--- config.mk ---
export PLATFORM = sky130hd
export DESIGN_NAME = hwy_cntry_timed_ctrl
export DESIGN_NICKNAME = d
export VERILOG_FILES = /design/src/rtl/hwy_cntry_timed_ctrl.sv
export SDC_FILE = /design/constraint.sdc
export NUM_CORES = 1
export LEC_CHECK = 0
export CELL_PAD_IN_SITES_DETAIL_PLACEMENT = 1
export CELL_PAD_IN_SITES_GLOBAL_PLACEMENT = 1
export CORE_MARGIN = 5
export CORE_UTILIZATION = 49
export CTS_BUF_LIST = sky130_fd_sc_hd__clkbuf_2 sky130_fd_sc_hd__clkbuf_4 sky130_fd_sc_hd__clkbuf_8
export DETAILED_ROUTE_END_ITERATION = 8
export DONT_BUFFER_PORTS = 1
export GPL_TIMING_DRIVEN = 0
export PLACE_DENSITY_LB_ADDON = 0.1
export SYNTH_ARGS = -nofsm -noshare
export SYNTH_HDL_FRONTEND = slang
export SYNTH_SLANG_ARGS = --single-unit
--- constraint.sdc ---
create_clock -name clk -period 2.37 [get_ports clk]
set_input_delay 0.474 -clock clk [delete_from_list [all_inputs] [get_ports clk]]
set_output_delay 0.474 -clock clk [all_outputs]
set_load 0.02 [all_outputs]
--- src/rtl/hwy_cntry_timed_ctrl.sv ---
// Highway/country-road intersection controller: six-phase timed Moore FSM with
// programmable yellow, all-red, minimum highway green and maximum country green.
module hwy_cntry_timed_ctrl #(
  parameter int YELLOW_CYC    = 3,
  parameter int ALLRED_CYC    = 2,
  parameter int HWY_MIN_CYC   = 8,
  parameter int CNTRY_MAX_CYC = 10,
  parameter int CNT_W         = 8
) (
  input  logic       clk,
  input  logic       clear,
  input  logic       x,
  output logic [1:0] hwy,
  output logic [1:0] cntry,
  output logic [2:0] phase,
  output logic       cntry_wait
);

  typedef enum logic [2:0] {
    HG  = 3'd0,
    HY  = 3'd1,
    AR1 = 3'd2,
    CG  = 3'd3,
    CY  = 3'd4,
    AR2 = 3'd5
  } state_t;

  typedef enum logic [1:0] {
    RED    = 2'd0,
    YELLOW = 2'd1,
    GREEN  = 2'd2
  } light_t;

  localparam logic [CNT_W-1:0] T_MAX     = '1;
  localparam logic [CNT_W-1:0] YEL_T     = CNT_W'(YELLOW_CYC - 1);
  localparam logic [CNT_W-1:0] AR_T      = CNT_W'(ALLRED_CYC - 1);
  localparam logic [CNT_W-1:0] HWY_MIN_T = CNT_W'(HWY_MIN_CYC - 1);
  localparam logic [CNT_W-1:0] CG_MAX_T  = CNT_W'(CNTRY_MAX_CYC - 1);

  state_t           state, state_nxt;
  logic [CNT_W-1:0] t;
  logic             req;

  assign req = x | cntry_wait;

  // NOTE: every variable written in an always_comb gets a default first, so no
  // path through the case can leave it unassigned and infer a latch.
  always_comb begin
    state_nxt = state;
    case (state)
      HG:      if (req && (t >= HWY_MIN_T)) state_nxt = HY;
      HY:      if (t == YEL_T)              state_nxt = AR1;
      AR1:     if (t == AR_T)               state_nxt = CG;
      CG:      if (!x || (t == CG_MAX_T))   state_nxt = CY;
      CY:      if (t == YEL_T)              state_nxt = AR2;
      AR2:     if (t == AR_T)               state_nxt = HG;
      default:                              state_nxt = HG;
    endcase
  end

  // NOTE: state registers use non-blocking assignments so every flop samples
  // the pre-edge values regardless of statement order.
  always_ff @(posedge clk or posedge clear) begin
    if (clear) begin
      state      <= HG;
      t          <= '0;
      cntry_wait <= 1'b0;
    end else begin
      state <= state_nxt;
      if (state_nxt != state)
        t <= '0;
      else if (t != T_MAX)
        t <= t + 1'b1;
      // Clearing on entry to country green wins over a simultaneous sensor hit.
      if (state == AR1 && state_nxt == CG)
        cntry_wait <= 1'b0;
      else if (x && state != CG)
        cntry_wait <= 1'b1;
    end
  end

  always_comb begin
    hwy   = GREEN;
    cntry = RED;
    phase = 3'd0;
    case (state)
      HY:  begin hwy = YELLOW; cntry = RED;    phase = 3'd1; end
      AR1: begin hwy = RED;    cntry = RED;    phase = 3'd2; end
      CG:  begin hwy = RED;    cntry = GREEN;  phase = 3'd3; end
      CY:  begin hwy = RED;    cntry = YELLOW; phase = 3'd4; end
      AR2: begin hwy = RED;    cntry = RED;    phase = 3'd5; end
      default: ;
    endcase
  end

endmodule

==> flow_summary.yaml, run 1 <==
setup_path:
  reg2reg_depth: 5
  r2r_setup_slack_ns: 0.14
  r2r-start: "state[2]"
  startpoint_type: "register"
  endpoint_kind: "primary output"
  crit_arrival_ns: 1.75
  worstPathMaxFanout: 10
  r2r_end: "t[3]"
  crit_type: "reg -> out"
  critPathRequiredTime_ns: 1.90
clocking:
  clk_latency_ns: 0.28
  cts_tree: "done"
  cts_buffer_depth: 2
  path_clk_slew_ns: 0.09
  clockRootBuffer: "clkbuf_4"
  cts_htree_levels: 1
  cts_buffers: 3
  cts_setup_buffers: 0
  cts.sinks: 12
pwr:
  power.density_nw_per_um2: 1140
  comb_power_share: 0.567
  cell_internal_pwr_mw: 0.607
  seq_power_share: 0.290
  p_leak_nw: 0.456
  sw_frac_of_total: 0.489
  irDropWorstVdd_mv: 0.538
  clkPwrFrac: 0.144
  p_switching_mw: 0.582
  total_power_mw: 1.19
worst_hold_path:
  hp-class: "in -> async"
floorplan:
  coreArea_sq_um: 1920
  fp.dieW_um: 54.5
  rows: 16
  start_util: 0.505
  die_height_um: 54.5
  io_pins: 11
  die-area_sq_um: 2970
logic_synthesis:
  syn-num-nets: 117
  yosysWarnings: 0
  synth_top_family_by_area: "simple AND/OR/NAND/NOR gates"
  synthArstFlopShare: 1.00
  synthFlopType: "dfrtp_1"
  synthMuxAreaShare: 0.0206
  synthDistinctLibCells: 43
  syn-cell-area_sq_um: 970
  synth-xor-area-share: 0.0181
  synth_adder_area_share: 0.0774
  syn_area_per_cell_sq_um: 8.98
  ys_seq_elements: 12
  syn_inst: 108
  synth_simple_gate_area_frac: 0.281
  synth_edf_count: 0
  synth_compound_area_frac: 0.244
  synth_sequential_area_ratio: 0.310
routing:
  via_count: 836
  wl_per_cell_um: 17.2
  ant_nets: 0
  drt-total-wl_um: 2390
  vias_per_cell: 6.01
  drcViolationCount: 0
  dr.pass1.iters: 4
  drt_first_iter_violations: 7
sta:
  max_freq_mhz: 449
  slew-limit-headroom: 0.583
  setup_viol: 0
  period_needed_ns: 2.23
  rsz0062_at_grt: "false"
  drv_slew: 0
  worst_pin_slew_ns: 0.620
  totalNegativeSetupSlack_ns: 0
  skew_ns: 0.00564
  final_hold_viol_count: 0
  fin_crit_sh: 0.940
global_routing:
  grt_usage: 0.190
  grt_pass1_vias: 830
  antenna_found_initial: 0
  grt_max_degree: 13
  gr-total-overflow: 0
  grt_pass1_wl_um: 3910
final_layout:
  finalInstanceArea_sq_um: 1040
  drive_above_1_share: 0.170
  area_growth_pct: 7.61
  regArea_sq_um: 300
  fill_cells: 238
  num_antenna_cells: 0
  fin_util: 0.543
  multi_input_area_sq_um: 626
  nNetsFinal: 122
place:
  portBuffers: 0
  place_area_sq_um: 1000
  dp_hpwl_um: 1780
  globalplace.congestion: 0.818
job:
  maxCapViolations: 0
outcome:
  status: "finished, final reports clean"
## per-stage QoR
stage	hold slack [ns]	worst slack, ns	std cells
after floorplan	0.339	0.488	108
after global placement	0.403	0.188	135
after detailed placement	0.411	0.146	135
after CTS	0.0960	0.0124	139
after global routing	0.117	0.0386	139
final	0.0857	0.142	139
## worst max-delay path, cell delays in order (launching register included)
cell     delay, ns
dfrtp_1       0.43
buf_4         0.20
inv_1         0.08
ha_1          0.31
a21o_1        0.18
a21oi_2       0.28
## power by group through the flow
stage                     clock, mW  combinational (mW)  sequential, mW
after floorplan                   0               0.546           0.328
after global placement            0               0.642           0.346
after detailed placement          0               0.667           0.348
after CTS                     0.178               0.669           0.344
after global routing          0.185               0.751           0.356
final                         0.171               0.673           0.344
## kinds of logic after synthesis
| logic type | after synthesis |
|---|---|
| AND/OR/NAND/NOR | 42 |
| XOR/XNOR | 2 |
| buffers and inverters | 11 |
| adder cells (fa/ha/maj) | 6 |
| multiplexers | 2 |
| AO/OA/AOI/OAI | 33 |
| flip-flops | 12 |
## cell type report
type | count | area share
sequential | 12 | 0.288
inverter | 7 | 0.0252
buffer | 4 | 0.0204
multi-input combinational | 85 | 0.600
clock buffer | 4 | 0.0348
tap | 27 | 0.0324
## worst max path at each step
stage / from / endpoint / slack (ns)
final: state[1] / phase[0] / 0.14
after global routing: state[2] / t[3] / 0.04
after CTS: state[1] / phase[0] / 0.01
after detailed placement: state[2] / t[3] / 0.15
after global placement: state[2] / t[3] / 0.19
after floorplan: state[1] / phase[0] / 0.49
## cell usage in the layout (no fill, tap or decap), types with 2 or more instances in the layout
master / synthesis / layout
nand2_1: 4 / 4
nor2_1: 4 / 4
nor2b_1: 4 / 4
mux2i_1: 2 / 2
o211ai_1: 3 / 3
and3_1: 2 / 2
a21oi_1: 13 / 12
nand2b_1: 4 / 4
nand3_1: 7 / 7
buf_2: 2 / 2
inv_1: 7 / 7
nor3_1: 4 / 4
and2_1: 2 / 2
o21ai_0: 4 / 4
ha_1: 6 / 6
nand4_1: 2 / 2
clkbuf_4: 0 / 3
dfrtp_1: 12 / 12
## timing repair
action | in CTS | in global routing
setup endpoints to repair | 0 | 1
resized for setup | 0 | 1
hold buffers | 0 | 0
## sequential cells by signal, indices dropped and copies added, names as in the netlist
signal and cells:
cntry_wait 1, t 8, state 3
## Yosys cell counts (2+ instances only)
| cell | number | area (sq um) |
|---|---|---|
| nor3_1 | 4 | 20.0 |
| a21oi_1 | 13 | 65.1 |
| mux2i_1 | 2 | 20.0 |
| nor2_1 | 4 | 15.0 |
| dfrtp_1 | 12 | 300 |
| o211ai_1 | 3 | 22.5 |
| nor2b_1 | 4 | 25.0 |
| nand2b_1 | 4 | 25.0 |
| o21ai_0 | 4 | 20.0 |
| nand4_1 | 2 | 12.5 |
| nand3_1 | 7 | 35.0 |
| and3_1 | 2 | 12.5 |
| inv_1 | 7 | 26.3 |
| ha_1 | 6 | 75.1 |
| and2_1 | 2 | 12.5 |
| nand2_1 | 4 | 15.0 |
| buf_2 | 2 | 10.0 |
## metal layers
| layer | vias to the layer above | global-route usage | wire (um) |
|---|---|---|---|
| met5 | - | 0 | 0 |
| met4 | 0 | 0.0996 | 18 |
| met3 | 2 | 0.0245 | 60 |
| met2 | 12 | 0.341 | 1220 |
| met1 | 412 | 0.216 | 1090 |
| li1 | 410 | - | - |
No activity file was read; power rests on OpenSTA's default activity.
==> inputs of run 2 (changes only) <==
--- a/config.mk
+++ b/config.mk
@@ -13,7 +13,9 @@
 export DETAILED_ROUTE_END_ITERATION = 8
 export DONT_BUFFER_PORTS = 1
 export GPL_TIMING_DRIVEN = 0
+export HOLD_SLACK_MARGIN = 0.1
 export PLACE_DENSITY_LB_ADDON = 0.1
 export SYNTH_ARGS = -nofsm -noshare
 export SYNTH_HDL_FRONTEND = slang
 export SYNTH_SLANG_ARGS = --single-unit
+export TNS_END_PERCENT = 10
==> flow_summary.yaml, run 2 (synthesis results as in run 1) <==
outcome:
  status: "finished, final reports clean"
clocking:
  clk_latency_ns: 0.29
  cts_buffers: 3
  cts_setup_buffers: 0
  cts_buffer_depth: 2
  cts_htree_levels: 1
  cts_tree: "done"
  path_clk_slew_ns: 0.09
  cts.sinks: 12
  clockRootBuffer: "clkbuf_4"
sta:
  worst_pin_slew_ns: 0.620
  setup_viol: 0
  final_hold_viol_count: 0
  skew_ns: 0.00613
  max_freq_mhz: 448
  rsz0062_at_grt: "false"
  period_needed_ns: 2.23
  totalNegativeSetupSlack_ns: 0
  hold_slack_ns: 0.386
  fin_crit_sh: 0.943
  drv_slew: 0
  slew-limit-headroom: 0.583
global_routing:
  gr-total-overflow: 0
  grt_usage: 0.191
  grt_pass1_wl_um: 3940
  antenna_found_initial: 0
  grt_pass1_vias: 832
  grt_max_degree: 13
final_layout:
  largest_register_ffs: 8
  final_cell_mix: "12 x a21oi_1, 12 x dfrtp_1, 7 x nand3_1, 7 x inv_1, 6 x ha_1"
  largest_register: "t"
  drive_above_1_share: 0.168
  final_cells: 140
  area_growth_pct: 8.65
  num_antenna_cells: 0
  largestRegisters: "t (8), state (3), cntry_wait (1)"
  nNetsFinal: 123
routing:
  drt-total-wl_um: 2420
  vias_per_cell: 6.06
  via_count: 848
  wl_per_cell_um: 17.3
  ant_nets: 0
  dr.pass1.iters: 4
  drt_first_iter_violations: 11
  drcViolationCount: 0
setup_path:
  path_cells: "buf_4, inv_1, ha_1, a21o_1, a21oi_2"
  crit_arrival_ns: 1.76
  slowest_delay_ns: 0.43
  endpoint_kind: "primary output"
  worstPathMaxFanout: 10
  crit_type: "reg -> out"
  slowest_stage: "dfrtp_1"
  critPathRequiredTime_ns: 1.90
  startpoint_type: "register"
floorplan:
  rows: 16
  die-area_sq_um: 2970
  fp.dieW_um: 54.5
  coreArea_sq_um: 1920
  io_pins: 11
  start_util: 0.505
  die_height_um: 54.5
place:
  globalplace.congestion: 0.818
  portBuffers: 0
  dp.cells: 135
  dp_hpwl_um: 1780
pwr:
  irDropWorstVdd_mv: 0.539
  power.density_nw_per_um2: 1130
  p_leak_nw: 0.460
worst_hold_path:
  hp-class: "in -> reg"
job:
  maxCapViolations: 0
run 2: timing repair:
| action | 4_1_cts | 5_1_grt |
|---|---|---|
| hold buffers | 1 | 0 |
| resized for setup | 0 | 1 |
| hold endpoints to repair | 6 | 0 |
| setup endpoints to repair | 0 | 1 |
run 2: where the power goes:
group          switching, mW  total, mW  internal [mW]  leakage (nW)
sequential            0.0843      0.344          0.260         0.157
clock                 0.0797      0.173         0.0936        0.0210
combinational          0.420      0.674          0.254         0.282
total                  0.584       1.19          0.608         0.460
run 2: per-layer routing:
metal / part of all wire / global-route usage / vias up
met5: 0 / 0 / -
met4: 0.020 / 0.0996 / 0
met2: 0.51 / 0.343 / 16
met1: 0.44 / 0.218 / 417
li1: - / - / 410
met3: 0.031 / 0.0245 / 5
run 2: worst paths after layout:
| kind | end | startpoint | cells after the start | slack, ns |
|---|---|---|---|---|
| setup / recovery | phase[0] | state[1] | 5 | 0.14 |
| hold / removal | cntry_wait | x | 2 | 0.39 |
| setup reg to reg | t[3] | state[2] | 5 | 0.14 |
| hold reg to reg | t[0] | t[0] | 2 | 0.64 |
| max in group asynchronous | state[0] | clear | 2 | 1.39 |
| min in group asynchronous | state[1] | clear | 2 | 0.65 |
run 2: area by class of cell:
| class | count | area [sq um] |
|---|---|---|
| Buffer | 4 | 21.3 |
| Clock buffer | 4 | 36.3 |
| Fill cell | 239 | 868 |
| Inverter | 7 | 26.3 |
| Multi-Input combinational cell | 85 | 626 |
| Sequential cell | 12 | 300 |
| Tap cell | 27 | 33.8 |
| Timing Repair Buffer | 1 | 10.0 |
run 2: critical path, delay by kind of cell (launching register included):
| family | cells | cell delay, ns |
|---|---|---|
| adders and majority gates | 1 | 0.31 |
| DFF | 1 | 0.43 |
| AOI/OAI and AO/OA | 2 | 0.46 |
| buffers and inverters | 2 | 0.28 |
run 2: metrics by stage:
| stage | instance area [sq um] | util | power, mW | setup WS, ns |
|---|---|---|---|---|
| global route | 1050 | 0.548 | 1.29 | 0.0506 |
| finish | 1050 | 0.548 | 1.19 | 0.136 |
| detailed placement | 1000 | 0.522 | 1.02 | 0.146 |
| CTS | 1050 | 0.546 | 1.19 | 0.0124 |
| global placement | 1000 | 0.522 | 0.988 | 0.188 |
| floorplan | 970 | - | 0.874 | 0.488 |
==> inputs of run 3 (changes only) <==
--- a/config.mk
+++ b/config.mk
@@ -18,4 +18,3 @@
 export SYNTH_ARGS = -nofsm -noshare
 export SYNTH_HDL_FRONTEND = slang
 export SYNTH_SLANG_ARGS = --single-unit
-export TNS_END_PERCENT = 10
==> results of run 3 <==
Final layout, timing and power as in run 2 (identical DEF).
